### config.mk
export PLATFORM = sky130hd
export DESIGN_NAME = ahb_master
export DESIGN_NICKNAME = d
export VERILOG_FILES = /design/src/rtl/ahb_pkg.sv /design/src/rtl/ahb_rdata_ext.sv /design/src/rtl/ahb_master.sv
export SDC_FILE = /design/constraint.sdc
export NUM_CORES = 1
export LEC_CHECK = 0
export CAP_MARGIN = 20
export CORE_MARGIN = 2
export CORE_UTILIZATION = 45
export DETAILED_ROUTE_END_ITERATION = 8
export PLACE_DENSITY = 0.84
export SYNTH_ARGS = -nofsm -noshare
export SYNTH_HDL_FRONTEND = slang
export SYNTH_SLANG_ARGS = --single-unit
### constraint.sdc
create_clock -name clk -period 3.19 [get_ports clk]
set_clock_uncertainty 0.2 [all_clocks]
set_input_delay 0.638 -clock clk [delete_from_list [all_inputs] [get_ports clk]]
set_output_delay 0.638 -clock clk [all_outputs]
set_load 0.005 [all_outputs]
### src/rtl/ahb_pkg.sv
// Shared AHB constants, FSM state type and command helpers for the single-transfer
// AHB-Lite master.
package ahb_pkg;

  localparam logic [1:0] HTRANS_IDLE   = 2'b00;
  localparam logic [1:0] HTRANS_NONSEQ = 2'b10;

  localparam logic [2:0] HSIZE_BYTE = 3'b000;
  localparam logic [2:0] HSIZE_HALF = 3'b001;
  localparam logic [2:0] HSIZE_WORD = 3'b010;

  localparam logic HRESP_OKAY  = 1'b0;
  localparam logic HRESP_ERROR = 1'b1;

  typedef enum logic [1:0] {
    ST_IDLE = 2'b00,
    ST_ADDR = 2'b01,
    ST_DATA = 2'b10
  } state_t;

  // Sizes above a word and misaligned halfword/word accesses never reach the bus.
  function automatic logic cmd_legal(input logic [2:0] size, input logic [1:0] addr_lsb);
    logic ok;
    ok = 1'b0;
    case (size)
      HSIZE_BYTE: ok = 1'b1;
      HSIZE_HALF: ok = ~addr_lsb[0];
      HSIZE_WORD: ok = (addr_lsb == 2'b00);
      default:    ok = 1'b0;
    endcase
    return ok;
  endfunction

  // Write data is right-justified; bytes above the transfer size are driven as zero.
  function automatic logic [31:0] size_mask(input logic [2:0] size);
    logic [31:0] m;
    m = 32'hFFFF_FFFF;
    if (size == HSIZE_BYTE) begin
      m = 32'h0000_00FF;
    end else if (size == HSIZE_HALF) begin
      m = 32'h0000_FFFF;
    end
    return m;
  endfunction

endpackage

### src/rtl/ahb_rdata_ext.sv
// Combinational read-data extender: keeps the low byte/halfword/word of hrdata and
// fills the remaining lanes with zeros or the sign bit.
module ahb_rdata_ext
  import ahb_pkg::*;
(
  input  logic [31:0] rdata,
  input  logic [2:0]  size,
  input  logic        sign_ext,
  output logic [31:0] ext_data
);

  logic fill;

  always_comb begin
    fill = 1'b0;
    if (sign_ext) begin
      if (size == HSIZE_BYTE) begin
        fill = rdata[7];
      end else if (size == HSIZE_HALF) begin
        fill = rdata[15];
      end
    end
  end

  genvar gi;
  generate
    for (gi = 0; gi < 4; gi++) begin : g_lane
      logic keep;
      assign keep = (gi == 0) ||
                    ((size == HSIZE_HALF) && (gi < 2)) ||
                    (size == HSIZE_WORD);
      assign ext_data[8*gi +: 8] = keep ? rdata[8*gi +: 8] : {8{fill}};
    end
  endgenerate

endmodule

### src/rtl/ahb_master.sv
// Single-outstanding AHB-Lite master: one local command becomes one NONSEQ transfer,
// with legality screening, read extension and a data-phase wait timeout.
module ahb_master
  import ahb_pkg::*;
#(
  parameter int TIMEOUT_CYCLES = 16
) (
  input  logic        clk,
  input  logic        reset,
  input  logic        cmd_valid,
  output logic        cmd_ready,
  input  logic        cmd_write,
  input  logic [31:0] cmd_addr,
  input  logic [31:0] cmd_wdata,
  input  logic [2:0]  cmd_size,
  input  logic        cmd_signed,
  output logic [31:0] haddr,
  output logic        hwrite,
  output logic [2:0]  hsize,
  output logic [31:0] hwdata,
  output logic        is_signed,
  output logic [1:0]  htrans,
  input  logic [31:0] hrdata,
  input  logic        hready,
  input  logic        hresp,
  output logic        resp_valid,
  output logic [31:0] resp_rdata,
  output logic        resp_err,
  output logic        resp_timeout
);

  localparam int CNT_W = (TIMEOUT_CYCLES > 2) ? $clog2(TIMEOUT_CYCLES) : 1;
  localparam logic [CNT_W-1:0] WAIT_LAST = CNT_W'(TIMEOUT_CYCLES - 1);

  state_t            state_reg, state_next;
  logic [1:0]        htrans_reg, htrans_next;
  logic [31:0]       haddr_reg, haddr_next;
  logic              hwrite_reg, hwrite_next;
  logic [2:0]        hsize_reg, hsize_next;
  logic              is_signed_reg, is_signed_next;
  logic [31:0]       wdata_reg, wdata_next;
  logic [31:0]       hwdata_reg, hwdata_next;
  logic [CNT_W-1:0]  wait_cnt_reg, wait_cnt_next;
  logic              resp_valid_reg, resp_valid_next;
  logic [31:0]       resp_rdata_reg, resp_rdata_next;
  logic              resp_err_reg, resp_err_next;
  logic              resp_timeout_reg, resp_timeout_next;
  logic [31:0]       ext_rdata;

  ahb_rdata_ext u_rdata_ext (
    .rdata    (hrdata),
    .size     (hsize_reg),
    .sign_ext (is_signed_reg),
    .ext_data (ext_rdata)
  );

  always_ff @(posedge clk) begin
    if (reset) begin
      state_reg        <= ST_IDLE;
      htrans_reg       <= HTRANS_IDLE;
      haddr_reg        <= '0;
      hwrite_reg       <= 1'b0;
      hsize_reg        <= HSIZE_BYTE;
      is_signed_reg    <= 1'b0;
      wdata_reg        <= '0;
      hwdata_reg       <= '0;
      wait_cnt_reg     <= '0;
      resp_valid_reg   <= 1'b0;
      resp_rdata_reg   <= '0;
      resp_err_reg     <= 1'b0;
      resp_timeout_reg <= 1'b0;
    end else begin
      state_reg        <= state_next;
      htrans_reg       <= htrans_next;
      haddr_reg        <= haddr_next;
      hwrite_reg       <= hwrite_next;
      hsize_reg        <= hsize_next;
      is_signed_reg    <= is_signed_next;
      wdata_reg        <= wdata_next;
      hwdata_reg       <= hwdata_next;
      wait_cnt_reg     <= wait_cnt_next;
      resp_valid_reg   <= resp_valid_next;
      resp_rdata_reg   <= resp_rdata_next;
      resp_err_reg     <= resp_err_next;
      resp_timeout_reg <= resp_timeout_next;
    end
  end

  always_comb begin
    state_next        = state_reg;
    htrans_next       = htrans_reg;
    haddr_next        = haddr_reg;
    hwrite_next       = hwrite_reg;
    hsize_next        = hsize_reg;
    is_signed_next    = is_signed_reg;
    wdata_next        = wdata_reg;
    hwdata_next       = hwdata_reg;
    wait_cnt_next     = wait_cnt_reg;
    resp_valid_next   = 1'b0;
    resp_rdata_next   = resp_rdata_reg;
    resp_err_next     = resp_err_reg;
    resp_timeout_next = resp_timeout_reg;

    case (state_reg)
      ST_IDLE: begin
        if (cmd_valid) begin
          if (cmd_legal(cmd_size, cmd_addr[1:0])) begin
            state_next     = ST_ADDR;
            htrans_next    = HTRANS_NONSEQ;
            haddr_next     = cmd_addr;
            hwrite_next    = cmd_write;
            hsize_next     = cmd_size;
            is_signed_next = cmd_signed;
            wdata_next     = cmd_wdata;
          end else begin
            // Rejected locally: answer next cycle without touching the bus.
            resp_valid_next   = 1'b1;
            resp_err_next     = 1'b1;
            resp_timeout_next = 1'b0;
            resp_rdata_next   = '0;
          end
        end
      end

      ST_ADDR: begin
        if (hready) begin
          state_next    = ST_DATA;
          htrans_next   = HTRANS_IDLE;
          hwdata_next   = wdata_reg & size_mask(hsize_reg);
          wait_cnt_next = '0;
        end
      end

      ST_DATA: begin
        if (hready) begin
          state_next        = ST_IDLE;
          resp_valid_next   = 1'b1;
          resp_err_next     = (hresp == HRESP_ERROR);
          resp_timeout_next = 1'b0;
          resp_rdata_next   = hwrite_reg ? 32'h0 : ext_rdata;
        end else if (wait_cnt_reg == WAIT_LAST) begin
          // Slave stalled too long; whatever it returns later is dropped.
          state_next        = ST_IDLE;
          resp_valid_next   = 1'b1;
          resp_err_next     = 1'b1;
          resp_timeout_next = 1'b1;
          resp_rdata_next   = '0;
        end else begin
          wait_cnt_next = wait_cnt_reg + CNT_W'(1);
        end
      end

      default: begin
        state_next = ST_IDLE;
      end
    endcase
  end

  assign cmd_ready    = (state_reg == ST_IDLE);
  assign htrans       = htrans_reg;
  assign haddr        = haddr_reg;
  assign hwrite       = hwrite_reg;
  assign hsize        = hsize_reg;
  assign is_signed    = is_signed_reg;
  assign hwdata       = hwdata_reg;
  assign resp_valid   = resp_valid_reg;
  assign resp_rdata   = resp_rdata_reg;
  assign resp_err     = resp_err_reg;
  assign resp_timeout = resp_timeout_reg;

endmodule

==> results.cfg <==
[run_status]
status = finished clean

[cts]
path_clk_slew_ps = 60
ctsResizeCount = 0
cts.sinks = 143
htree_levels = 4
cts_hold_buffers = 0
clock_latency_ps = 410
tritoncts = built
post-cts-setup-buffers = 0
cts_buffer_depth = 2
root_buffer = clkbuf_16
cts_made_buffers = 17

[yosys]
synth_seq_area_share = 0.559
synthCells = 579
synth_area_leaders = dfxtp_1 (56%), nand2_1 (11%), a21oi_1 (9.5%), a22o_1 (4.1%), o2bb2ai_1 (2.7%)
ys_seq_elements = 143
ys_warn_count = 0
synth_area_um2 = 5120
synth_area_leader_cell = dfxtp_1
synth_top_area_share = 0.559
synth_cell_type_count = 43
synth_nets = 686
syn_avg_cell_area_um2 = 8.84

[power_and_ir_drop]
p_per_area_nw_per_um2 = 516
irDropWorstVdd_v = 0.000405
total_power_w = 0.00407
static-leakage-power_nw = 2.84

[drt]
dr.pass1.iters = 4
drt-vias-per-instance = 5.19
avgRoutedWirePerCell_um = 15.9
vias = 4836
drc = 0
drt_wl_total_um = 14800
ant_nets = 0
drt_iter0_drc = 212

[timing]
maxSlewViolCount = 0
post-route-period-util = 0.780
finalCriticalPeriod_ps = 2490
rsz0062_at_grt = false
hold_viol = 0
setup_viol = 0
max-slew-margin-rel = 0.578
fin_setup_tns_ps = 0
worstMarginPinSlew_ps = 632
clock.fmax_ghz = 0.402

[placed_design]
gp_congestion = 0.831
port_buffers = 211
dp_hpwl_um = 10600

[critical_path]
worstPathRequired_ps = 3310
worstSetupPathType = in -> reg
critPathMaxFanout = 16
reg2reg_depth = 4
worst_setup_path_start_kind = primary input
arrival_ps = 2600
critPathCaptureType = flip-flop

[final_layout]
syn2layout_area_growth_pct = 54.3
final_common_cell = clkdlybuf4s50_1
drive_above_1_share = 0.0808
n_antenna_cell = 0
nNetsFinal = 886
mostFrequentLayoutCells = clkdlybuf4s50_1 (210), nand2_1 (155), dfxtp_1 (143), a21oi_1 (97), nor2_1 (28)

[floorplanning]
die_w_um = 111
coreArea_um2 = 11000
rows = 38
initial_core_util = 0.466
die_h_um = 111
top_level_ports = 213
dieArea_um2 = 12200

[run]
cap_viol_max_count = 0

[global_routing]
grt_first_pass_wirelength_um = 24200
grt_max_degree = 45
grtUsageTotal = 0.245
grt_overflow = 0
grt_pass1_vias = 4939
antenna_found_initial = 0

[min_path]
hp-class = reg -> reg
hold_depth = 2
==> report_power, final <==
part | internal [W] | leakage (nW) | total, W | switching, W
combinational | 0.000188 | 1.39 | 0.000332 | 0.000145
sequential | 0.00182 | 1.16 | 0.00184 | 0.0000225
clock | 0.00118 | 0.286 | 0.00190 | 0.000715
total | 0.00319 | 2.84 | 0.00407 | 0.000882
==> layout make-up <==
type                    instances  area [µm²]
inverters                       3        11.3
clock inverters                11         115
flip-flops and latches        143        2860
well taps                     140         175
fillers                       811        3080
repair buffers                223        2200
clock buffers                  21         460
multi-input cells             391        2080
==> worst max-delay path, stage by stage <==
cell	delay, ps
clkdlybuf4s50_1	530
nor4bb_2	500
nand3_1	550
o2bb2ai_1	380
==> final timing paths <==
kind | startpoint | to | slack, ps
worst max-delay path | hready | resp_rdata[26] | 700
worst min-delay path | wdata_reg[11] | wdata_reg[11] | 250
worst max register to register | state_reg[0] | hwdata[13] | 860
worst min register to register | wdata_reg[11] | wdata_reg[11] | 250
==> cells by family after synthesis <==
| kind of cell | after synthesis | share of synthesized area |
|---|---|---|
| xor gates and xnor gates | 3 | 0.00513 |
| DFF | 143 | 0.559 |
| buffers and inverters | 45 | 0.0394 |
| and+or+nand+nor | 213 | 0.176 |
| adders and majority gates | 1 | 0.00244 |
| AOI/OAI and AO/OA | 173 | 0.217 |
| other | 1 | 0.000733 |
==> layer usage <==
layer  vias to the layer above  share of wire  global-route usage
met1                      2237           0.40               0.268
li1                       2378              -                   -
met2                       200           0.49               0.414
met4                         0          0.016              0.0842
met3                        21          0.094               0.119
met5                         -              0                   0
==> Yosys cell counts, drive strengths merged <==
| cell | count |
|---|---|
| nand2 | 155 |
| dfxtp | 143 |
| a21oi | 97 |
| nor2 | 29 |
| a22o | 24 |
| buf | 21 |
| clkbuf | 21 |
| o2bb2ai | 16 |
| o21ai | 10 |
| a21bo | 9 |
| a211oi | 8 |
| nand3 | 8 |
| nor3 | 6 |
| a31oi | 3 |
| inv | 3 |
| nand2b | 3 |
| xor2 | 3 |
| and3 | 2 |
| a211o | 1 |
| a21o | 1 |
| a221oi | 1 |
| a32oi | 1 |
| and2 | 1 |
| and4 | 1 |
| conb | 1 |
| ha | 1 |
| nand3b | 1 |
| nand4b | 1 |
| nor2b | 1 |
| nor3b | 1 |
| nor4b | 1 |
| nor4bb | 1 |
| o21a | 1 |
| o32a | 1 |
| or2 | 1 |
| or3 | 1 |
==> metrics by stage <==
| stage | utilization | worst slack [ps] | hold WS [ps] | area (µm²) | instances |
|---|---|---|---|---|---|
| 2_1_floorplan | - | 1250 | 232 | 5120 | 579 |
| 3_3_place_gp | 0.667 | 417 | 236 | 7320 | 900 |
| 3_5_place_dp | 0.667 | 351 | 246 | 7320 | 900 |
| 4_1_cts | 0.719 | 730 | 254 | 7900 | 932 |
| 5_1_grt | 0.719 | 557 | 275 | 7900 | 932 |
| 6_report | 0.719 | 701 | 253 | 7900 | 932 |
Note: power is estimated with default switching activity, not from simulation.
